[src/rtl/seg_scan_capture.sv]
// seg_scan_capture: receive side of the multiplexed 4-digit 7-segment scan bus.
// Samples the active-low select/segment lines. Once a pair has been stable long
// enough it decodes the glyph back to a hex nibble, rebuilds the 4-digit value,
// tracks scan order and raises sticky flags for malformed scans.
//
// Handshake: there is no valid/ready pair on this block. A capture is a
// single-cycle internal event (cap_q) raised one cycle before the outputs
// change. o_frameValid is a one-cycle pulse, qualified by nothing else, in the
// same cycle that digit 3 appears on o_digits.
module seg_scan_capture #(
  parameter int SETTLE_CYCLES  = 2,
  parameter int TIMEOUT_CYCLES = 1024
) (
  input  logic        i_clk,
  input  logic        i_rst,
  input  logic [3:0]  i_digitSelect,
  input  logic [6:0]  i_seg,
  input  logic        i_clrErr,
  output logic [15:0] o_digits,
  output logic [3:0]  o_digitValid,
  output logic        o_frameValid,
  output logic        o_badSelect,
  output logic        o_badPattern,
  output logic        o_seqErr,
  output logic        o_stale
);

  localparam int CW = $clog2(SETTLE_CYCLES + 1);
  localparam int TW = $clog2(TIMEOUT_CYCLES + 1);
  localparam logic [CW-1:0] SETTLE_C  = CW'(SETTLE_CYCLES);
  localparam logic [TW-1:0] TIMEOUT_C = TW'(TIMEOUT_CYCLES);

  // Sequence tracker: HUNT waits for digit 0, EXPn expects digit n next.
  typedef enum logic [1:0] {HUNT, EXP1, EXP2, EXP3} state_t;

  state_t          state_q, state_d;
  logic [3:0]      sel_q;
  logic [6:0]      seg_q;
  logic [CW-1:0]   stab_q, stab_d;
  logic            cap_q, cap_d;
  logic [TW-1:0]   tmo_q, tmo_d;
  logic [15:0]     digits_q, digits_d;
  logic [3:0]      dv_q, dv_d;
  logic            fv_q, fv_d;
  logic            bsel_q, bsel_d;
  logic            bpat_q, bpat_d;
  logic            seq_q, seq_d;
  logic            stale_q, stale_d;

  logic [1:0]      k;
  logic            sel_ok;
  logic            sel_blank;
  logic [3:0]      nib;
  logic            glyph_hit;
  logic            good_cap;
  logic            bad_sel_ev;
  logic            bad_pat_ev;
  logic            seq_err;

  // Stability counter: counts repeated samples, fires capture once per stable run.
  always_comb begin
    stab_d = '0;
    if ({i_digitSelect, i_seg} == {sel_q, seg_q}) begin
      stab_d = (stab_q == SETTLE_C) ? stab_q : stab_q + 1'b1;
    end
    cap_d = (stab_d == SETTLE_C) && (stab_q != SETTLE_C);
  end

  // Input stage: register the raw bus and the stability state every edge.
  always_ff @(posedge i_clk) begin
    if (i_rst) begin
      sel_q  <= 4'hF;
      seg_q  <= 7'h7F;
      stab_q <= '0;
      cap_q  <= 1'b0;
    end else begin
      sel_q  <= i_digitSelect;
      seg_q  <= i_seg;
      stab_q <= stab_d;
      cap_q  <= cap_d;
    end
  end

  // Select decode: one-cold gives the digit index, all-high is a blank slot.
  always_comb begin
    k         = 2'd0;
    sel_ok    = 1'b1;
    sel_blank = 1'b0;
    case (sel_q)
      4'b1110: k = 2'd0;
      4'b1101: k = 2'd1;
      4'b1011: k = 2'd2;
      4'b0111: k = 2'd3;
      4'b1111: begin
        sel_ok    = 1'b0;
        sel_blank = 1'b1;
      end
      default: sel_ok = 1'b0;
    endcase
  end

  // Glyph decode: active-high gfedcba pattern back to a hex nibble.
  always_comb begin
    nib       = 4'h0;
    glyph_hit = 1'b1;
    case (~seg_q)
      7'h3F: nib = 4'h0;
      7'h06: nib = 4'h1;
      7'h5B: nib = 4'h2;
      7'h4F: nib = 4'h3;
      7'h66: nib = 4'h4;
      7'h6D: nib = 4'h5;
      7'h7D: nib = 4'h6;
      7'h07: nib = 4'h7;
      7'h7F: nib = 4'h8;
      7'h6F: nib = 4'h9;
      7'h77: nib = 4'hA;
      7'h7C: nib = 4'hB;
      7'h39: nib = 4'hC;
      7'h5E: nib = 4'hD;
      7'h79: nib = 4'hE;
      7'h71: nib = 4'hF;
      default: glyph_hit = 1'b0;
    endcase
  end

  assign good_cap   = cap_q && sel_ok && glyph_hit;
  assign bad_sel_ev = cap_q && !sel_ok && !sel_blank;
  assign bad_pat_ev = cap_q && sel_ok && !glyph_hit;

  // Next-state: digit store, scan-order FSM, timeout and sticky flags.
  always_comb begin
    state_d  = state_q;
    digits_d = digits_q;
    dv_d     = dv_q;
    fv_d     = 1'b0;
    stale_d  = stale_q;
    seq_err  = 1'b0;
    tmo_d    = tmo_q;

    if (good_cap) begin
      tmo_d = '0;
    end else if (tmo_q != TIMEOUT_C) begin
      tmo_d = tmo_q + 1'b1;
    end

    if (good_cap) begin
      digits_d[{k, 2'b00} +: 4] = nib;
      dv_d[k]                   = 1'b1;
      stale_d                   = 1'b0;
      case (state_q)
        HUNT: if (k == 2'd0) state_d = EXP1;
        EXP1: begin
          if (k == 2'd1) state_d = EXP2;
          else if (k == 2'd0) begin state_d = EXP1; seq_err = 1'b1; end
          else begin state_d = HUNT; seq_err = 1'b1; end
        end
        EXP2: begin
          if (k == 2'd2) state_d = EXP3;
          else if (k == 2'd0) begin state_d = EXP1; seq_err = 1'b1; end
          else begin state_d = HUNT; seq_err = 1'b1; end
        end
        EXP3: begin
          if (k == 2'd3) begin state_d = HUNT; fv_d = 1'b1; end
          else if (k == 2'd0) begin state_d = EXP1; seq_err = 1'b1; end
          else begin state_d = HUNT; seq_err = 1'b1; end
        end
        default: state_d = HUNT;
      endcase
    end

    // Timeout forgets which digits are current but keeps their values.
    if (tmo_d == TIMEOUT_C) begin
      stale_d = 1'b1;
      dv_d    = 4'h0;
      state_d = HUNT;
    end

    // A new error in the clearing cycle wins over the clear.
    bsel_d = (bsel_q & ~i_clrErr) | bad_sel_ev;
    bpat_d = (bpat_q & ~i_clrErr) | bad_pat_ev;
    seq_d  = (seq_q  & ~i_clrErr) | seq_err;
  end

  // Output and FSM state registers.
  always_ff @(posedge i_clk) begin
    if (i_rst) begin
      state_q  <= HUNT;
      tmo_q    <= '0;
      digits_q <= 16'h0000;
      dv_q     <= 4'h0;
      fv_q     <= 1'b0;
      bsel_q   <= 1'b0;
      bpat_q   <= 1'b0;
      seq_q    <= 1'b0;
      stale_q  <= 1'b0;
    end else begin
      state_q  <= state_d;
      tmo_q    <= tmo_d;
      digits_q <= digits_d;
      dv_q     <= dv_d;
      fv_q     <= fv_d;
      bsel_q   <= bsel_d;
      bpat_q   <= bpat_d;
      seq_q    <= seq_d;
      stale_q  <= stale_d;
    end
  end

  assign o_digits     = digits_q;
  assign o_digitValid = dv_q;
  assign o_frameValid = fv_q;
  assign o_badSelect  = bsel_q;
  assign o_badPattern = bpat_q;
  assign o_seqErr     = seq_q;
  assign o_stale      = stale_q;

endmodule

[config.mk]
export PLATFORM = sky130hd
export DESIGN_NAME = seg_scan_capture
export DESIGN_NICKNAME = d
export VERILOG_FILES = /design/src/rtl/seg_scan_capture.sv
export SDC_FILE = /design/constraint.sdc
export NUM_CORES = 1
export LEC_CHECK = 0
export CAP_MARGIN = 0
export CELL_PAD_IN_SITES_DETAIL_PLACEMENT = 1
export CELL_PAD_IN_SITES_GLOBAL_PLACEMENT = 1
export CORE_AREA = 5 5 91 93
export CTS_CLUSTER_DIAMETER = 50
export DETAILED_ROUTE_END_ITERATION = 8
export DIE_AREA = 0 0 96 98
export PLACE_DENSITY = 0.76
export SETUP_SLACK_MARGIN = 0.02
export SLEW_MARGIN = 20
export SYNTH_ARGS = -nofsm -noshare
export SYNTH_HDL_FRONTEND = slang
export SYNTH_SLANG_ARGS = --single-unit
[constraint.sdc]
create_clock -name i_clk -period 2.4 [get_ports i_clk]
set_clock_uncertainty 0.1 [all_clocks]
set_input_delay 0.24 -clock i_clk [delete_from_list [all_inputs] [get_ports i_clk]]
set_output_delay 0.24 -clock i_clk [all_outputs]
set_load 0.05 [all_outputs]
# [Word-level counts from Yosys, hierarchy flattened]
# Index checks and enable logic that the tools add are counted.
[word_totals] out_inout_bits=25 ff_bits=52 inputBits=14 wordCells=109
[op_classes] add_sub_neg=3 n_shift=2 eq_ne=34 magnitude_cmp=2 bitwise=11 mux=26 reduce_logical=18
[ops] operator="equality test 7 bit, second input constant" count=12
[ops] operator="case mux 4 bit (15 select lines)" count=1
[ops] operator="2-to-1 mux 11 bit" count=2
[ops] operator="bitwise mux 16 bit" count=1
[ops] operator="equality test 4 bit, second input constant" count=4
[ops] operator="OR reduction 16 bit" count=1
[ops] operator="variable shift 4 x 6 -> 16 bit, first input constant" count=1
[ops] operator="indexed part select 4 x 6 -> 16 bit" count=1
[ops] operator="equality test 7 x 3 -> 1 bit, second input constant" count=2
[ops] operator="equality test 7 x 6 -> 1 bit, second input constant" count=2
[ops] operator="equality test 2 bit, second input constant" count=6
[ops] operator="2-to-1 mux 1 bit" count=12
[ops] operator="2-to-1 mux 2 bit" count=6
[ops] operator="adder 11 x 1 -> 11 bit, second input constant" count=1
[ops] operator="equality test 11 bit" count=1
[ops] operator="equality test 11 bit, second input constant" count=1
[ops] operator="inequality test 11 bit, second input constant" count=1
[ops] operator="case mux 2 bit (4 select lines)" count=1
[ops] operator="logical AND 1 bit" count=7
[ops] operator="NOT 7 bit" count=1
[ops] operator="negator 4 -> 6 bit" count=1
[ops] operator="case mux 2 bit (3 select lines)" count=1
[ops] operator="equality test 2 x 1 -> 1 bit, second input constant" count=2
[ops] operator="equality test 4 x 3 -> 1 bit, second input constant" count=1
[ops] operator="17 further kinds" count=27

# [Depth between registers and ports, before layout]
# Gate-level depths: netlist (run 1).
[logic_depth] depth_word=8 ltp_mapped=11 ltp_nobuf=10

# [Worst setup path before layout (run 1)]
# Ideal clock, no wire load.
[synth_timing] kind="reg2reg" from="reg tmo_q[0]" to="reg state_q[1]" t_required_ns=2.168 setup_ns=0.132 stages_incl_launch_ff=9 arrival_time_ns=1.811 path_buffers=0 setup_slack_ns=0.357 period_less_slack_ns=2.043 path_cell_list="dfxtp_1 inv_1 ha_1 or4b_4 nor3_4 o2bb2ai_2 o211ai_4 a21oi_2 a211oi_2"
[synth_via] elab_chain_len=5 word_cells_on_any_way=6 cone_classes="add/sub: 1; eq/ne: 2; mux: 2; reduce/logical: 1"
[synth_rtl] element="start, declared" line_no="41" text="logic [TW-1:0] tmo_q, tmo_d;"
[synth_rtl] element="start signal, assigned" line_no="199" text="tmo_q <= tmo_d;"
[synth_rtl] element="adder 11 x 1 -> 11 bit / inequality test 11 bit (equally long branches)" line_no="144, 143"
[synth_rtl] element="2-to-1 mux 11 bit *" line_no="143" text="end else if (tmo_q != TIMEOUT_C) begin"
[synth_rtl] element="2-to-1 mux 11 bit *" line_no="141" text="if (good_cap) begin"
[synth_rtl] element="equality test 11 bit *" line_no="173" text="if (tmo_d == TIMEOUT_C) begin"
[synth_rtl] element="OR reduction 2 bit (no line) *"
[synth_rtl] element="end signal, assigned" line_no="198" text="state_q <= state_d;"
[synth_rtl] element="end, declared" line_no="36" text="state_t state_q, state_d;"
# Every way passes the cells marked *; elsewhere a longest branch is shown, timed or not.
# A chain may end at the register's enable or synchronous reset.

# [Final worst setup path (run 1)]
[layout_timing] from="reg sel_q[3]" to="reg digits_q[3], in the netlist o_digits[3]"
[layout_via] elab_chain_len=5 word_cells_on_any_way=13 cone_classes="add/sub: 1; eq/ne: 4; shift: 2; mux: 3; reduce/logical: 3"
[layout_rtl] element="start, declared" line_no="37" text="logic [3:0] sel_q;"
[layout_rtl] element="start signal, assigned" line_no="77" text="sel_q <= i_digitSelect;"
[layout_rtl] element="equality test 4 x 3 -> 1 bit / equality test 4 bit (equally long branches)" line_no="89" text="case (sel_q)"
[layout_rtl] element="case mux 2 bit (3 select lines) / OR reduction 4 bit (equally long branches)"
[layout_rtl] element="negator 4 -> 6 bit / 2-to-1 mux 1 bit (equally long branches)" line_no="148, 89"
[layout_rtl] element="indexed part select 4 x 6 -> 16 bit, or another cell as far along" line_no="148" text="digits_d[{k, 2'b00} +: 4] = nib;"
[layout_rtl] element="bitwise mux 16 bit / logical AND 1 bit (equally long branches)" line_no="148, 127"
[layout_rtl] element="end signal, assigned" line_no="200" text="digits_q <= digits_d;"
[layout_rtl] element="end, declared" line_no="42" text="logic [15:0] digits_q, digits_d;"
# Several ways; a longest one is shown, not always the timed one.

==> run metrics, run 1 <==
status completed; Placer Congestion 0.793; CP Max Fanout 8; 1st-pass router iterations 4; CP startpoint kind flip-flop; Reg area 0.00104 sq mm; final WL 6910 um; Std-Cell Rows 32; full die area 0.00941 sq mm; wire length per cell 14.4 um; Final Max Slew Viols 0; share of total power in sequential cells 53.1%; Bufs on Longest Clock Path 2; Synth-to-Final Area Change 20.6%; Power Dens Cells 484 mW/mm^2; leading area contributor after synthesis dfxtp_1; vias in the first global route 2475; Cell Count, Final, Fillers Out 479; num ports 39; final setup violation count 0; min Tclk post-route 2.25 ns; largest net degree at the start of global routing 23; Worst-path clk slew 0.10 ns; most common cell in the netlist dfxtp_1; Net Sw Frac 25.2%; post-route ant nets 0; max cap viols 0; gr ovfl total 0; Final nets 401; clock power share 35.4%; syn nets 367; Die X 96 um; P_int 1.28 mW; final hold vios 0; CTS tree built; Initial Util 39.2%; Synth top area share 35.6%; net switching power figure 0.431 mW; yosys warns 0; via/cell ratio 5.20; initial antenna violation count 0; antenna fix cells 0; Critical Path AT 2.39 ns; synthesized instance count 342; Async SR Flop Fraction 0%; average size of a mapped cell 8.54 sq um; worst skew pair latency 0.31 ns; clk root buf clkbuf_8; critical-path cell list xor2_1 > nand3_1 > ha_1 > nor3_1 > o21ai_0 > mux2i_1; vias after detailed routing 2491; post-synthesis cell area 0.00292 sq mm; placed cells 471; number of fill cells 906; number of buffers and inverters on the critical path 0; CORE AREA 0.00745 sq mm; top post-synthesis cells by count dfxtp_1, nand2_1, nor2_1, xor2_1, a21oi_1; FF+latch count, synth 52; max_slew headroom 57.5%; CTS sink cnt 52; cell family contributing the most delay on the critical path simple AND/OR/NAND/NOR gates; CP max stage cell dfxtp_1; post-CTS setup buffers 0; maximum vdd ir drop 0.312 mV; HPWL Detailed 5370 um; port bufs 38; Total GRT Usage 15.5%; PostCTS Resize Cnt 0; number of flops mapped to enable cells by yosys 0; synth top area cells dfxtp_1, nand2_1, mux2i_1; Tcrit/Tclk final 93.8%; initial drt markers 60; crit-path max cell delay 0.47 ns; FMAX 0.444 GHz; die height 98 um; R2R setup slack 0.15 ns; wire length of the first global-routing pass 11800 um; HP Class flip-flop to flip-flop; post-synthesis sequential area ratio 35.6%; Worst Path Required 2.54 ns; crit end category flip-flop; unrepaired setup endpoints after global routing yes; quantity of hold-fixing buffers added after cts 0; worst setup path class flip-flop to flip-flop; worst slew pin tran 0.635 ns; Distinct cells, synth 64; final hold slack 0.360 ns; Comb pwr share 11.5%; Remaining DRCs 0; fraction of layout cells with a size suffix above 1 12.2%; Main synth FF type dfxtp_1; H-tree lvl count 2; Pleak 1.35 nW; Num CTS Buffers 5; footprint of the multi-input gates 0.00173 sq mm
[logic make-up (layout without fill, tap and decap cells)]
kind of cell | count (synthesis) | in the layout | synth area share [%]
flip-flops | 52 | 52 | 35.6
AO/OA/AOI/OAI | 57 | 57 | 14.8
AND/OR/NAND/NOR | 148 | 148 | 26.5
adder cells (fa/ha/maj) | 11 | 11 | 4.71
buffers and inverters | 34 | 69 | 5.74
multiplexers | 16 | 16 | 5.48
XOR/XNOR | 24 | 24 | 7.19
[layout by cell type (no fill, tap or decap), types with 5 or more instances in the layout]
cell,n
dfxtp_1,51
a21oi_1,17
xnor2_1,6
or2_2,12
xor2_1,18
ha_1,11
nor2_1,26
nor3_1,12
nand3_1,7
inv_1,13
nand2_1,49
nand2b_1,6
clkbuf_8,5
o21ai_0,5
mux2i_1,16
buf_4,8
clkdlybuf4s50_1,38
[metrics by stage]
step | instance area [sq um] | worst slack [ns] | power, mW | util (%) | setup TNS (ns)
finish | 3520 | 0.149 | 1.71 | 47.3 | 0
detailed placement | 3390 | 0.0740 | 1.12 | 45.6 | 0
global placement | 3390 | 0.157 | 1.11 | 45.6 | 0
floorplan | 2920 | 0.357 | 1.06 | - | 0
CTS | 3500 | 0.0533 | 1.73 | 47.0 | 0
global route | 3520 | -0.0389 | 1.78 | 47.3 | -0.218
[state kept, by name, summed over array words and instances, names as in the netlist]
register	count
sel_q	4
o_badPattern	1
o_seqErr	1
o_digits	16
o_frameValid	1
o_digitValid	4
tmo_q	11
cap_q	1
state_q	2
o_stale	1
stab_q	2
seg_q	7
o_badSelect	1
[per-layer routing]
metal	vias up	wire [um]	track usage (%)
met1	1207	3130	19.7
met2	31	3500	26.4
met5	-	0	0
met4	0	89	4.60
li1	1248	-	-
met3	5	187	2.77
[layout make-up]
class / instances / area share, %
Clock buffer: 6 / 2.06
Clock inverter: 2 / 0.995
Inverter: 14 / 1.49
Multi-Input combinational cell: 256 / 49.2
Sequential cell: 52 / 29.6
Tap cell: 102 / 3.62
Timing Repair Buffer: 47 / 13.1
[power groups by stage]
stage	combinational [mW]	sequential, mW	clock [mW]
floorplan	0.151	0.905	0
global placement	0.188	0.925	0
detailed placement	0.195	0.927	0
CTS	0.196	0.906	0.626
global route	0.217	0.911	0.656
finish	0.196	0.907	0.604
[worst min-delay path, cell delays in order (launching register included)]
cell     delay (ns)
dfxtp_1        0.32
inv_1          0.05
a21oi_1        0.05
[path summary, 6_finish.rpt]
kind,from,endpoint,cells past startpoint
min reg2reg,o_stale,o_stale,2
max,sel_q[3],o_digits[3],6
min,o_stale,o_stale,2
max reg2reg,sel_q[3],o_digits[3],6
(Power assumes the default switching activity.)
==> run 2, diff against run 1 <==
--- a/config.mk
+++ b/config.mk
@@ -8,11 +8,11 @@
 export CAP_MARGIN = 0
 export CELL_PAD_IN_SITES_DETAIL_PLACEMENT = 1
 export CELL_PAD_IN_SITES_GLOBAL_PLACEMENT = 1
-export CORE_AREA = 5 5 91 93
+export CORE_AREA = 5 5 111 113
 export CTS_CLUSTER_DIAMETER = 50
 export DETAILED_ROUTE_END_ITERATION = 8
-export DIE_AREA = 0 0 96 98
-export PLACE_DENSITY = 0.76
+export DIE_AREA = 0 0 116 118
+export PLACE_DENSITY = 0.54
 export SETUP_SLACK_MARGIN = 0.02
 export SLEW_MARGIN = 20
 export SYNTH_ARGS = -nofsm -noshare
==> run 2 against run 1 <==
Register-to-register slack improved by 0.03 ns. Clock-buffer cell count unchanged. Sequential cell count unchanged. Final area is 3.1% higher. Largest power group unchanged.
==> run metrics, run 2 (synthesis gave the netlist of run 1 again) <==
status completed; CP Max Fanout 9 (+1); HP Class flip-flop to flip-flop; die height 118 um (+20%); initial drt markers 110 (+83%); crit end category flip-flop; final WL 7420 um (+7.3%); via/cell ratio 4.66 (-10%); largest net degree at the start of global routing 19 (-17%); Total GRT Usage 11.5% (-4.0 points); worst setup path class flip-flop to flip-flop; Bufs on Longest Clock Path 2 (unchanged); FMAX 0.451 GHz (+1.4%); max cap viols 0 (unchanged); num ports 39 (unchanged); full die area 0.0137 sq mm (+45%); final hold vios 0 (unchanged); HPWL Detailed 5670 um (+5.7%); Remaining DRCs 0 (unchanged); most frequent cells in the layout nand2_1, dfxtp_1, clkdlybuf4s50_1; max reg flops 16 (unchanged); post-CTS setup buffers 0 (unchanged); Std-Cell Rows 39 (+22%); Tcrit/Tclk final 92.5% (-1.3 points); 1st-pass router iterations 4 (unchanged); Die X 116 um (+21%); H-tree lvl count 2 (unchanged); CORE AREA 0.0112 sq mm (+51%); Power, Total 1.92 mW (+12%); worst skew pair latency 0.29 ns (-0.02 ns); maximum vdd ir drop 0.280 mV (-10%); Final nets 402 (+0.25%); port bufs 38 (unchanged); TNS Setup 0 ns (unchanged); CTS tree built; final setup violation count 0 (unchanged); antenna fix cells 0 (unchanged); Num CTS Buffers 5 (unchanged); final hold slack 0.366 ns (+0.00608 ns); wire length per cell 14.2 um (-1.3%); Pleak 1.37 nW (+1.4%); max_slew headroom 63.1% (+5.6 points); min Tclk post-route 2.22 ns (-0.0315 ns); initial antenna violation count 0 (unchanged); Placer Congestion 0.748 (-5.7%); Final Max Slew Viols 0 (unchanged); fraction of layout cells with a size suffix above 1 13.5% (+1.3 points); CP startpoint kind flip-flop; vias in the first global route 2589 (+4.6%); Initial Util 26.0% (-13 points); clk root buf clkbuf_16; gr ovfl total 0 (unchanged); wire length of the first global-routing pass 12800 um (+8.5%); Worst-path clk slew 0.07 ns (-0.03 ns); most common cell after layout, fill and taps aside nand2_1; Synth-to-Final Area Change 24.3%; Power Dens Cells 528 mW/mm^2 (+9.0%); quantity of hold-fixing buffers added after cts 0 (unchanged); vias after detailed routing 2430 (-2.4%); CTS sink cnt 52 (unchanged); unrepaired setup endpoints after global routing no; worst slew pin tran 0.552 ns (-0.0828 ns); post-route ant nets 0 (unchanged); Critical Path AT 2.34 ns (-0.05 ns); Worst Path Required 2.53 ns (about the same)
[run 2: cell type report]
class                      count  area, sq um
clock inverter                 2         35.0
timing repair buffer          48          455
tap                          143          179
clock buffer                   6          129
fill                        1333         7590
inverter                      14         56.3
multi-input combinational    256         1730
sequential                    52         1050
[run 2: path summary, 6_finish.rpt]
check                     from  slack (ns)           end  depth (start not counted)
hold / removal    o_digits[10]        0.37  o_digits[10]                          2
hold reg to reg   o_digits[10]        0.37  o_digits[10]                          2
setup reg to reg      seg_q[0]        0.18   o_digits[4]                          7
setup / recovery      seg_q[0]        0.18   o_digits[4]                          7
[run 2: repair_timing]
action | in CTS | in global routing
endpoints found under the setup margin | 0 | 31
endpoints found under the hold margin | 0 | 0
resized for setup | 0 | 8
[run 2: metrics by stage]
stage               area [sq um]  std cells  setup slack [ns]  utilization [%]
floorplan                   2920        342             0.357                -
global placement            3440        513             0.157             30.7
detailed placement          3440        513             0.105             30.7
CTS                         3600        521            0.0858             32.1
global route                3630        521            0.0328             32.4
finish                      3630        521             0.181             32.4
[run 2: per-layer routing]
layer / share of wire, % / track usage [%]
met3: 3.0 / 2.31
met2: 46 / 18.5
met5: 0 / 0
met4: 0.86 / 3.26
met1: 50 / 15.6
[run 2: power breakdown]
part	switching (mW)	leakage (nW)	total, mW	internal (mW)
logic	0.103	0.871	0.191	0.0879
registers	0.0356	0.422	0.913	0.877
clock network	0.322	0.0808	0.813	0.491
[run 2: critical path: stages, from the launching register on]
cell      delay (ns)
dfxtp_1         0.49
and3b_1         0.24
a32o_1          0.30
a211oi_2        0.33
a21oi_4         0.13
buf_4           0.18
nand2_1         0.16
mux2i_1         0.20
==> run 3, diff against run 2 <==
--- a/config.mk
+++ b/config.mk
@@ -10,8 +10,10 @@
 export CELL_PAD_IN_SITES_GLOBAL_PLACEMENT = 1
 export CORE_AREA = 5 5 111 113
 export CTS_CLUSTER_DIAMETER = 50
+export CTS_CLUSTER_SIZE = 25
 export DETAILED_ROUTE_END_ITERATION = 8
 export DIE_AREA = 0 0 116 118
+export MAX_ROUTING_LAYER = met4
 export PLACE_DENSITY = 0.54
 export SETUP_SLACK_MARGIN = 0.02
 export SLEW_MARGIN = 20
==> run 3 against run 2 <==
Total power hardly changed. Maximum frequency is essentially flat. Setup slack about the same. Via count is the same. Largest cell class unchanged. Routed wire length did not move. Highest routed layer unchanged. Largest power group unchanged. Sequential power is essentially flat. Die area unchanged. Clock power barely moved. Global-route usage rose by 0.32 points.
==> run metrics, run 3 (synthesis gave the netlist of run 1 again) <==
Hold EP o_digits[10]; HPWL Detailed 5670 um (unchanged); antenna fix cells 0 (unchanged); Worst-path clk slew 0.07 ns (about the same); post-route ant nets 0 (unchanged); wire length per cell 14.2 um (unchanged); placed cells 513 (unchanged); P_int 1.46 mW (unchanged); final hold vios 0 (unchanged); CORE AREA 0.0112 sq mm (unchanged); Final Cell Area 0.00363 sq mm (unchanged); max_slew headroom 63.1% (unchanged); clk root buf clkbuf_16; reg-to-reg critical path startpoint seg_q[0]; vias in the first global route 2591 (+0.077%); CP startpoint kind flip-flop; CTS sink cnt 52 (unchanged); FMAX 0.451 GHz (about the same); final WL 7420 um (unchanged); largest net degree at the start of global routing 19 (unchanged); Cell Area, Placed 0.00344 sq mm (unchanged); Power Dens Cells 528 mW/mm^2 (about the same); Worst R2R Path Depth 7 (unchanged); initial antenna violation count 0 (unchanged); final setup violation count 0 (unchanged); unrepaired setup endpoints after global routing no; HP Class flip-flop to flip-flop; worst skew pair latency 0.29 ns (about the same); wire length of the first global-routing pass 12800 um (unchanged); Net Sw Frac 24.0% (about the same); Hold Crit Start o_digits[10]; quantity of hold-fixing buffers added after cts 0 (unchanged); Final Max Slew Viols 0 (unchanged); vias after detailed routing 2430 (unchanged); Tcrit/Tclk final 92.5% (about the same); num ports 39 (unchanged); maximum vdd ir drop 0.280 mV (about the same); CTS tree built; Total GRT Usage 11.8% (+0.32 points); Critical Path AT 2.34 ns (about the same); worst setup path class flip-flop to flip-flop; Comb pwr share 10.0% (about the same); Std-Cell Rows 39 (unchanged); fraction of layout cells with a size suffix above 1 13.5% (unchanged); clock power share 42.4% (about the same); share of total power in sequential cells 47.6% (about the same); worst slew pin tran 0.552 ns (unchanged); port bufs 38 (unchanged); R2R setup slack 0.18 ns (about the same); Power, Total 1.92 mW (about the same); reg2reg end o_digits[4]; Final WS setup 0.181 ns (-0.000218 ns); TNS Setup 0 ns (unchanged); Final nets 402 (unchanged); Placer Congestion 0.757 (+1.3%); Worst Path Required 2.53 ns (about the same); Initial Util 26.0% (unchanged); Setup WS pre-CTS 0.105 ns (unchanged); hold path depth 2 (unchanged); Cell Count, Final, Fillers Out 521 (unchanged); Synth-to-Final Area Change 24.3% (unchanged); Remaining DRCs 0 (unchanged); Bufs on Longest Clock Path 2 (unchanged); crit end category flip-flop; max reg flops 16 (unchanged); min Tclk post-route 2.22 ns (+0.000218 ns); most common cell after layout, fill and taps aside nand2_1; gr ovfl total 0 (unchanged); Pleak 1.37 nW (unchanged); CP Max Fanout 9 (unchanged); 1st-pass router iterations 4 (unchanged); H-tree lvl count 2 (unchanged); initial drt markers 110 (unchanged); net switching power figure 0.460 mW (about the same); status completed; max cap viols 0 (unchanged); Die X 116 um (unchanged); full die area 0.0137 sq mm (unchanged); die height 118 um (unchanged); via/cell ratio 4.66 (unchanged); most frequent cells in the layout nand2_1, dfxtp_1, clkdlybuf4s50_1; Num CTS Buffers 5 (unchanged)
run 3: cell type report:
class | count | area [sq um]
Multi-Input combinational cell | 256 | 1730
Fill cell | 1333 | 7590
Clock buffer | 6 | 129
Timing Repair Buffer | 48 | 455
Tap cell | 143 | 179
Clock inverter | 2 | 35.0
Sequential cell | 52 | 1050
Inverter | 14 | 56.3
run 3: power by group through the flow:
stage | clock network (mW) | registers (mW) | logic (mW)
3_5_place_dp | 0 | 0.932 | 0.190
4_1_cts | 0.854 | 0.911 | 0.192
3_3_place_gp | 0 | 0.932 | 0.189
5_1_grt | 0.884 | 0.917 | 0.215
6_report | 0.813 | 0.913 | 0.191
2_1_floorplan | 0 | 0.905 | 0.151
run 3: worst max path at each step:
stage | start | endpoint | cells past startpoint
floorplan | tmo_q[0] | state_q[1] | 8
global placement | seg_q[2] | tmo_q[7] | 6
CTS | seg_q[4] | tmo_q[7] | 6
global route | tmo_q[1] | o_digitValid[0] | 7
finish | seg_q[0] | o_digits[4] | 7
detailed placement | seg_q[4] | tmo_q[7] | 6
run 3: routing by layer:
metal / global-route usage (%) / part of all wire [%]
met5: - / 0
met3: 2.21 / 2.9
met4: 3.26 / 0.89
met1: 15.6 / 50
met2: 18.5 / 46
run 3: what timing repair did:
action / in CTS / in global routing
setup endpoints to repair: 0 / 31
setup buffers: 0 / 0
resized for setup: 0 / 8
run 3: per-stage QoR:
| step | util [%] | hold WS (ns) |
|---|---|---|
| global route | 32.4 | 0.382 |
| global placement | 30.7 | 0.351 |
| CTS | 32.1 | 0.372 |
| finish | 32.4 | 0.366 |
| floorplan | - | 0.247 |
| detailed placement | 30.7 | 0.359 |
run 3: worst max-delay path, stage by stage (launching register included):
cell      delay [ns]
dfxtp_1         0.49
and3b_1         0.24
a32o_1          0.30
a211oi_2        0.33
a21oi_4         0.13
buf_4           0.18
nand2_1         0.16
mux2i_1         0.20
